File: src/rtl/scroll_pkg.sv
// Shared types and constants for the scroll display sequencer.
// Holds the FSM state encoding, the window geometry and the message-length clamp.
package scroll_pkg;

    localparam int NIB_W    = 4;
    localparam int WIN_NIBS = 4;
    localparam int LEN_MIN  = 4;
    localparam int LEN_MAX  = 16;

    typedef enum logic [1:0] {
        ST_IDLE  = 2'd0,
        ST_PRIME = 2'd1,
        ST_RUN   = 2'd2
    } state_e;

    // The window is always four nibbles wide, so shorter messages are padded up to it.
    function automatic logic [4:0] clamp_len(input logic [4:0] len);
        if (len < 5'(LEN_MIN)) begin
            return 5'(LEN_MIN);
        end
        if (len > 5'(LEN_MAX)) begin
            return 5'(LEN_MAX);
        end
        return len;
    endfunction

endpackage

File: src/rtl/tick_prescaler.sv
// Modulo-TICK_DIV counter; tick_o is high combinationally in the last count of each period.
// Latency: first tick TICK_DIV-1 cycles after clr_i drops; no backpressure, clr_i restarts the count.
module tick_prescaler #(
    parameter int TICK_DIV = 25000000
) (
    input  logic clk_i,
    input  logic rst_ni,
    input  logic clr_i,
    output logic tick_o
);

    localparam int CW = (TICK_DIV > 2) ? $clog2(TICK_DIV) : 1;
    localparam logic [CW-1:0] LAST = CW'(TICK_DIV - 1);

    logic [CW-1:0] cnt_q;
    logic [CW-1:0] cnt_d;

    always_comb begin
        cnt_d = cnt_q + 1'b1;
        if (clr_i || (cnt_q == LAST)) begin
            cnt_d = '0;
        end
    end

    always_ff @(posedge clk_i or negedge rst_ni) begin
        if (!rst_ni) begin
            cnt_q <= '0;
        end else begin
            cnt_q <= cnt_d;
        end
    end

    assign tick_o = !clr_i && (cnt_q == LAST);

endmodule

File: src/rtl/scroll_ctrl.sv
// Message buffer plus IDLE/PRIME/RUN sequencer driving a 4-nibble scrolling display window.
// Latency: out_D/out_EN one cycle after PRIME or a tick; no backpressure, writes accepted every cycle.
module scroll_ctrl
    import scroll_pkg::*;
#(
    parameter int MSG_DEPTH = 16,
    parameter int TICK_DIV  = 25000000
) (
    input  logic        in_CLK,
    input  logic        in_RST_N,
    input  logic        in_WR_EN,
    input  logic [3:0]  in_WR_ADDR,
    input  logic [3:0]  in_WR_DATA,
    input  logic [4:0]  in_LEN,
    input  logic        in_START,
    input  logic        in_STOP,
    output logic [15:0] out_D,
    output logic        out_EN,
    output logic        out_BUSY,
    output logic        out_WRAP
);

    localparam int AW    = $clog2(MSG_DEPTH);
    localparam int WIN_W = NIB_W * WIN_NIBS;

    logic [NIB_W-1:0] mem_q [MSG_DEPTH];

    state_e           state_q, state_d;
    logic [AW-1:0]    ptr_q, ptr_d;
    logic [4:0]       len_q, len_d;
    logic [WIN_W-1:0] win_q, win_d;
    logic             en_q, en_d;
    logic             wrap_q, wrap_d;

    logic             tick;
    logic             pre_clr;
    logic             ptr_last;

    // The prescaler only runs while scrolling; STOP kills a tick due in the same cycle.
    assign pre_clr = (state_q != ST_RUN) || in_STOP;

    tick_prescaler #(
        .TICK_DIV (TICK_DIV)
    ) u_prescaler (
        .clk_i  (in_CLK),
        .rst_ni (in_RST_N),
        .clr_i  (pre_clr),
        .tick_o (tick)
    );

    // Reads below sample mem_q before this edge's write lands, giving read-first behaviour.
    always_ff @(posedge in_CLK or negedge in_RST_N) begin
        if (!in_RST_N) begin
            for (int i = 0; i < MSG_DEPTH; i++) begin
                mem_q[i] <= '0;
            end
        end else if (in_WR_EN) begin
            mem_q[in_WR_ADDR[AW-1:0]] <= in_WR_DATA;
        end
    end

    assign ptr_last = (5'(ptr_q) == (len_q - 5'd1));

    always_comb begin
        state_d = state_q;
        ptr_d   = ptr_q;
        len_d   = len_q;
        win_d   = win_q;
        en_d    = 1'b0;
        wrap_d  = 1'b0;
        unique case (state_q)
            ST_IDLE: begin
                if (in_START && !in_STOP) begin
                    state_d = ST_PRIME;
                    len_d   = clamp_len(in_LEN);
                end
            end
            ST_PRIME: begin
                if (in_STOP) begin
                    state_d = ST_IDLE;
                    ptr_d   = '0;
                end else begin
                    state_d = ST_RUN;
                    win_d   = {mem_q[0], mem_q[1], mem_q[2], mem_q[3]};
                    en_d    = 1'b1;
                    ptr_d   = (len_q == 5'(WIN_NIBS)) ? '0 : AW'(WIN_NIBS);
                end
            end
            ST_RUN: begin
                if (in_STOP) begin
                    state_d = ST_IDLE;
                    ptr_d   = '0;
                end else if (tick) begin
                    win_d  = {win_q[WIN_W-NIB_W-1:0], mem_q[ptr_q]};
                    en_d   = 1'b1;
                    wrap_d = ptr_last;
                    ptr_d  = ptr_last ? '0 : ptr_q + 1'b1;
                end
            end
            default: begin
                state_d = ST_IDLE;
            end
        endcase
    end

    always_ff @(posedge in_CLK or negedge in_RST_N) begin
        if (!in_RST_N) begin
            state_q <= ST_IDLE;
            ptr_q   <= '0;
            len_q   <= 5'(LEN_MIN);
            win_q   <= '0;
            en_q    <= 1'b0;
            wrap_q  <= 1'b0;
        end else begin
            state_q <= state_d;
            ptr_q   <= ptr_d;
            len_q   <= len_d;
            win_q   <= win_d;
            en_q    <= en_d;
            wrap_q  <= wrap_d;
        end
    end

    assign out_D    = win_q;
    assign out_EN   = en_q;
    assign out_WRAP = wrap_q;
    assign out_BUSY = (state_q == ST_PRIME) || (state_q == ST_RUN);

endmodule

File: config.mk
export PLATFORM = sky130hd
export DESIGN_NAME = scroll_ctrl
export DESIGN_NICKNAME = d
export VERILOG_FILES = /design/src/rtl/scroll_pkg.sv /design/src/rtl/tick_prescaler.sv /design/src/rtl/scroll_ctrl.sv
export SDC_FILE = /design/constraint.sdc
export NUM_CORES = 1
export LEC_CHECK = 0
export ABC_AREA = 1
export CORE_MARGIN = 2
export CORE_UTILIZATION = 60
export CTS_BUF_LIST = sky130_fd_sc_hd__clkbuf_8 sky130_fd_sc_hd__clkbuf_16
export CTS_CLUSTER_SIZE = 14
export DETAILED_ROUTE_END_ITERATION = 10
export GPL_ROUTABILITY_DRIVEN = 0
export PLACE_DENSITY = 0.8
export SYNTH_ARGS = -nofsm -noshare
export SYNTH_HDL_FRONTEND = slang
export SYNTH_HIERARCHICAL = 1
export SYNTH_SLANG_ARGS = --single-unit
export TNS_END_PERCENT = 5
File: constraint.sdc
create_clock -name in_CLK -period 4.7 [get_ports in_CLK]
set_input_delay 0.94 -clock in_CLK [delete_from_list [all_inputs] [get_ports in_CLK]]
set_output_delay 0.94 -clock in_CLK [all_outputs]
set_load 0.05 [all_outputs]
# Word level (Yosys, flattened, before mapping)
# Index checks and enable logic that the tools add are counted.
# W data, S select, Z words.
# op_classes
mul	0
eq_ne	12
order_cmp	5
n_reduce_logical	14
div	0
muxes	39
n_bitwise	2
shift	0
add_sub_neg	3
# ops
cell	n
$bwmux W64	1
$mux W16	3
$pmux W16 S2	1
$add A25 B1 Y25 const B	1
$eq A25 B25 Y1 const B	1
$mux W25	1
$mux W4	6
$mux W5	4
$bmux W4 S4	1
$demux W4 S4	1
$mux W1	13
$ne A2 B2 Y1 const B	6
$ge A5 B5 Y1 const B	2
$not A4 Y5	2
$pmux W4 S2	1
$mux W2	3
$mux W3	2
$pmux W2 S3	1
$reduce_and A2 Y1	3
$eq A4 B5 Y1	1
$eq A5 B3 Y1 const B	1
$gt A5 B5 Y1 const B	1
$lt A5 B1 Y1 const B	1
$lt A5 B3 Y1 const B	1
other kinds (12)	17
# word_totals
ff_bits	118
latch_bits	0
mem_bits_ro	0
word_cells	98
output_inout_bits	19
mem_count	0
ramBits	0

# Logic depth before layout (Yosys ltp)
# depth
ltp_word	9
mapped_depth	13
ltp_nobuf	13

# Hierarchy
# Netlist, hierarchy kept.
# modules_own_cells
mod	area_per_inst_um2	instances	cells_each
scroll_ctrl	4714.5	1	612
tick_prescaler	1475.2	1	219

# Worst setup path after synthesis
# No wires, ideal clock.
# synth_path
path_kind	input to register
from	in in_STOP
to	reg win_q[10] (netlist: out_D[10])
required_ns	4.617
setup_time_ns	0.083
stages	10
slack_ns	2.674
arrival_time_ns	1.944
cell_sequence	nor2_1 inv_1 nor3_1 inv_1 nand2_1 nand2_2 inv_2 buf_4 o211ai_1 o21ai_0
# synth_via
elab_chain_len	5
elab_cells_between_ends	7
cone_classes	3 x eq/ne; 4 x reduce/logical
# synth_rtl
item	line_no	text
start, declared	scroll_ctrl.sv:16	input logic in_STOP,
$logic_or A1 B1 Y1	scroll_ctrl.sv:40	assign pre_clr = (state_q != ST_RUN) || in_STOP;
via pre_clr	scroll_ctrl.sv:36	logic pre_clr;
$logic_not A1 Y1	tick_prescaler.sv:33	assign tick_o = !clr_i && (cnt_q == LAST);
$logic_and A1 B1 Y1	tick_prescaler.sv:33	
via tick	scroll_ctrl.sv:35	logic tick;
$ne A2 B2 Y1 (no source line)	-	
$reduce_and A4 Y1 (no source line)	-	
end signal, assigned	scroll_ctrl.sv:118	win_q <= win_d;
end, declared	scroll_ctrl.sv:31	logic [WIN_W-1:0] win_q, win_d;
# The timed path passes the listed nets, and every way through them passes these cells.
# A chain may end at the register's enable or synchronous reset.

# Final worst setup path
# layout_path
from	reg state_q[0]
to	reg win_q[8] (netlist: out_D[8])
# layout_via
elab_chain_len	6
elab_cells_between_ends	12
cone_classes	6 x eq/ne; 1 x mux; 5 x reduce/logical
# layout_rtl
item	line_no	text
start, declared	scroll_ctrl.sv:28	state_e state_q, state_d;
start signal, assigned	scroll_ctrl.sv:115	state_q <= state_d;
$ne A2 B2 Y1	scroll_ctrl.sv:40	
$logic_or A1 B1 Y1	scroll_ctrl.sv:40	
via pre_clr	scroll_ctrl.sv:36	
$logic_not A1 Y1	tick_prescaler.sv:33	
$logic_and A1 B1 Y1	tick_prescaler.sv:33	
via tick	scroll_ctrl.sv:35	
$ne A2 B2 Y1 (no source line)	-	
$reduce_and A4 Y1 (no source line)	-	
# The timed path passes the listed nets, and every way through them passes these cells.

==> metrics.txt <==
slew of the pin with the lowest slew margin=802.9 ps; worst-path fanout max=24; Finished Layout Cells=1014; drt wl/cell=15.14 µm; Crit. End Element=flop; row cnt=37; max cap viols=0; Starting Density=60.77%; proportion of netlist area held by the largest area contributor=47.30%; Reg clk slew, reported paths=60 ps; Slew Limit Fails=0; setup_tns=0 ps; unrepaired setup endpoints after global routing=false; Clock Latency Late Sink=520 ps; fin worst setup slack=1399 ps; outcome=completed; HPWL after detailed placement=10.30 mm; largest net degree at the start of global routing=53; Synth area leader=dfrtp_1; Worst Reg-to-Reg Cells=12; antenna-violating nets left=0; Pre-antenna DRT Iters=5; Final Hold Vio Count=0; Boundary Pins=37; antenna violations before repair=0; cts repair resizes=0; GRT Total Usage=29.69%; Leakage=3.342 nW; HP Class=input pin to asynchronous set/reset pin; Max IR drop VDD=317.7 µV; Clock H-tree levels=4; IO buf count=36; CTS sink count=118; # diodes=0; Inserted Clock Buffers=17; Overall Power=3.689 mW; DP Worst Slack=1665 ps; Die X-Extent=105.6 µm; number of synthesized flops with an enable pin=0; CTS Buffer Depth=2; mapped cell area=6190 µm²; setup repair bufs after CTS=0; list of most frequent post-synthesis cells=268 x nand2_1, 117 x dfrtp_1, 102 x inv_1; total grt overflow=0; first-pass GRT wire length=26.10 mm; post-synth net total=855; Final Setup Violations=0; nets@finish=889; CTS tree=done; drt drc=0; WP data arrival=3730 ps; Die H=105.6 µm; sequential fraction of the synthesis area=47.73%; ranking of synthesized cells by area=dfrtp_1 47%, nand2_1 16%, o21ai_0 7.2%, inv_1 6.2%, nand3_1 5.8%; Synth warnings=6; Synth Instances=831; Mean Syn Cell Area=7.448 µm²; vias in the first global route=5526; crit path to=out_D[8]; WP data required=5130 ps; Seq cells post-synth=118; final wirelength=15.36 mm; library cells used by synthesis=30; fin crit share=70.23%; Async SR Flop Fraction=100.0%; clk_skew=6.565 ps; flop2flop setup slack=1400 ps; placed instance count=982; ys flop type=dfrtp_1; DR vias/cell=5.513; pwr dens=515.5 nW/µm²; CP startpoint=state_q[0]; Final Util=70.26%; R2R Path End=out_D[8]; WS Path Type=flop to flop; Post-CTS Hold Buffers=0; Reg2Reg Launch Point=state_q[0]; relative slew slack=46.48%; Critical Path Source Type=flop; 1st-iter DRT viols=545; area delta synth->final=15.61%; clock root cell=clkbuf_8; Tmin final=3301 ps; Vias=5590; share of cells above drive strength 1=5.467%; Die Area=11150 µm²; most numerous cell in the Yosys netlist=nand2_1; core area=10180 µm²; Achievable Freq=303.0 MHz
-- where the power goes --
part	internal [mW]	switching, mW	leakage (nW)
Sequential	1.23	0.148	1.53
Clock	0.762	0.462	0.279
Combinational	0.355	0.734	1.53
Total	2.35	1.34	3.34
-- flip-flops by register name (all words and copies together) (netlist names) --
name and flops:
out_D 16, out_EN 1, out_WRAP 1, state_q 2, ptr_q 4, mem_q 64, len_q 5, u_prescaler/cnt_q 25
-- through the flow --
step | hold WS (ps) | area, µm²
2_1_floorplan | 445.5 | 6190
3_3_place_gp | 460.5 | 6591
3_5_place_dp | 472.8 | 6591
4_1_cts | 376.5 | 7156
5_1_grt | 401.1 | 7156
6_report | 365.9 | 7156
-- logic make-up after synthesis --
kind of cell	share of synthesized area, %
compound gates	9.946
xor+xnor	2.547
fa+ha+maj	1.213
buf+inv	8.975
flops	47.73
simple gates	29.59
-- worst min-delay path by stage --
stage | endpoint | slack [ps] | cells after the start
floorplan | mem_q[45] | 450 | 2
global placement | mem_q[46] | 460 | 2
detailed placement | mem_q[35] | 470 | 2
CTS | mem_q[41] | 380 | 1
global route | mem_q[37] | 400 | 1
finish | mem_q[37] | 370 | 1
-- cells in the final DEF (no fill, tap or decap), types with 3 or more instances in the layout --
cell / Yosys / final
nand2_1: 268 / 268
nand3_1: 72 / 72
xnor2_1: 8 / 8
ha_1: 6 / 6
nand4_1: 3 / 3
clkinvlp_4: 0 / 3
clkdlybuf4s50_1: 0 / 35
buf_4: 5 / 4
o21ai_0: 89 / 89
o211ai_1: 8 / 8
clkbuf_16: 0 / 16
inv_1: 102 / 104
a21oi_1: 10 / 10
inv_2: 5 / 5
o21ai_1: 4 / 4
nor2_1: 85 / 85
xor2_1: 10 / 10
clkinv_2: 1 / 5
dfrtp_1: 117 / 117
o22ai_1: 4 / 4
-- metal layers --
metal	global-route usage (%)	part of all wire, %	wire length [µm]	vias to the layer above
li1	-	-	-	2682
met1	36.92	41	6282	2631
met2	51.52	50	7736	223
met3	6.432	6.0	915	54
met4	9.868	2.7	422	0
met5	0	0	0	-
-- worst max-delay path, stage by stage, from the launching register on --
cell,delay [ps]
dfrtp_1,380
inv_1,100
ha_1,690
inv_1,450
nor2_1,240
inv_1,120
nor3_1,260
inv_1,90
nand2_1,110
nand2_2,240
inv_2,270
o211ai_1,130
o21ai_0,130
-- cell type report --
class / count / area (µm²)
Timing Repair Buffer: 39 / 380.4
Fill cell: 780 / 3029
Sequential cell: 118 / 2954
Tap cell: 136 / 170.2
Multi-Input combinational cell: 581 / 2680
Clock buffer: 18 / 427.9
Inverter: 108 / 406.6
Clock inverter: 14 / 136.4
No activity file was read; power rests on OpenSTA's default activity.
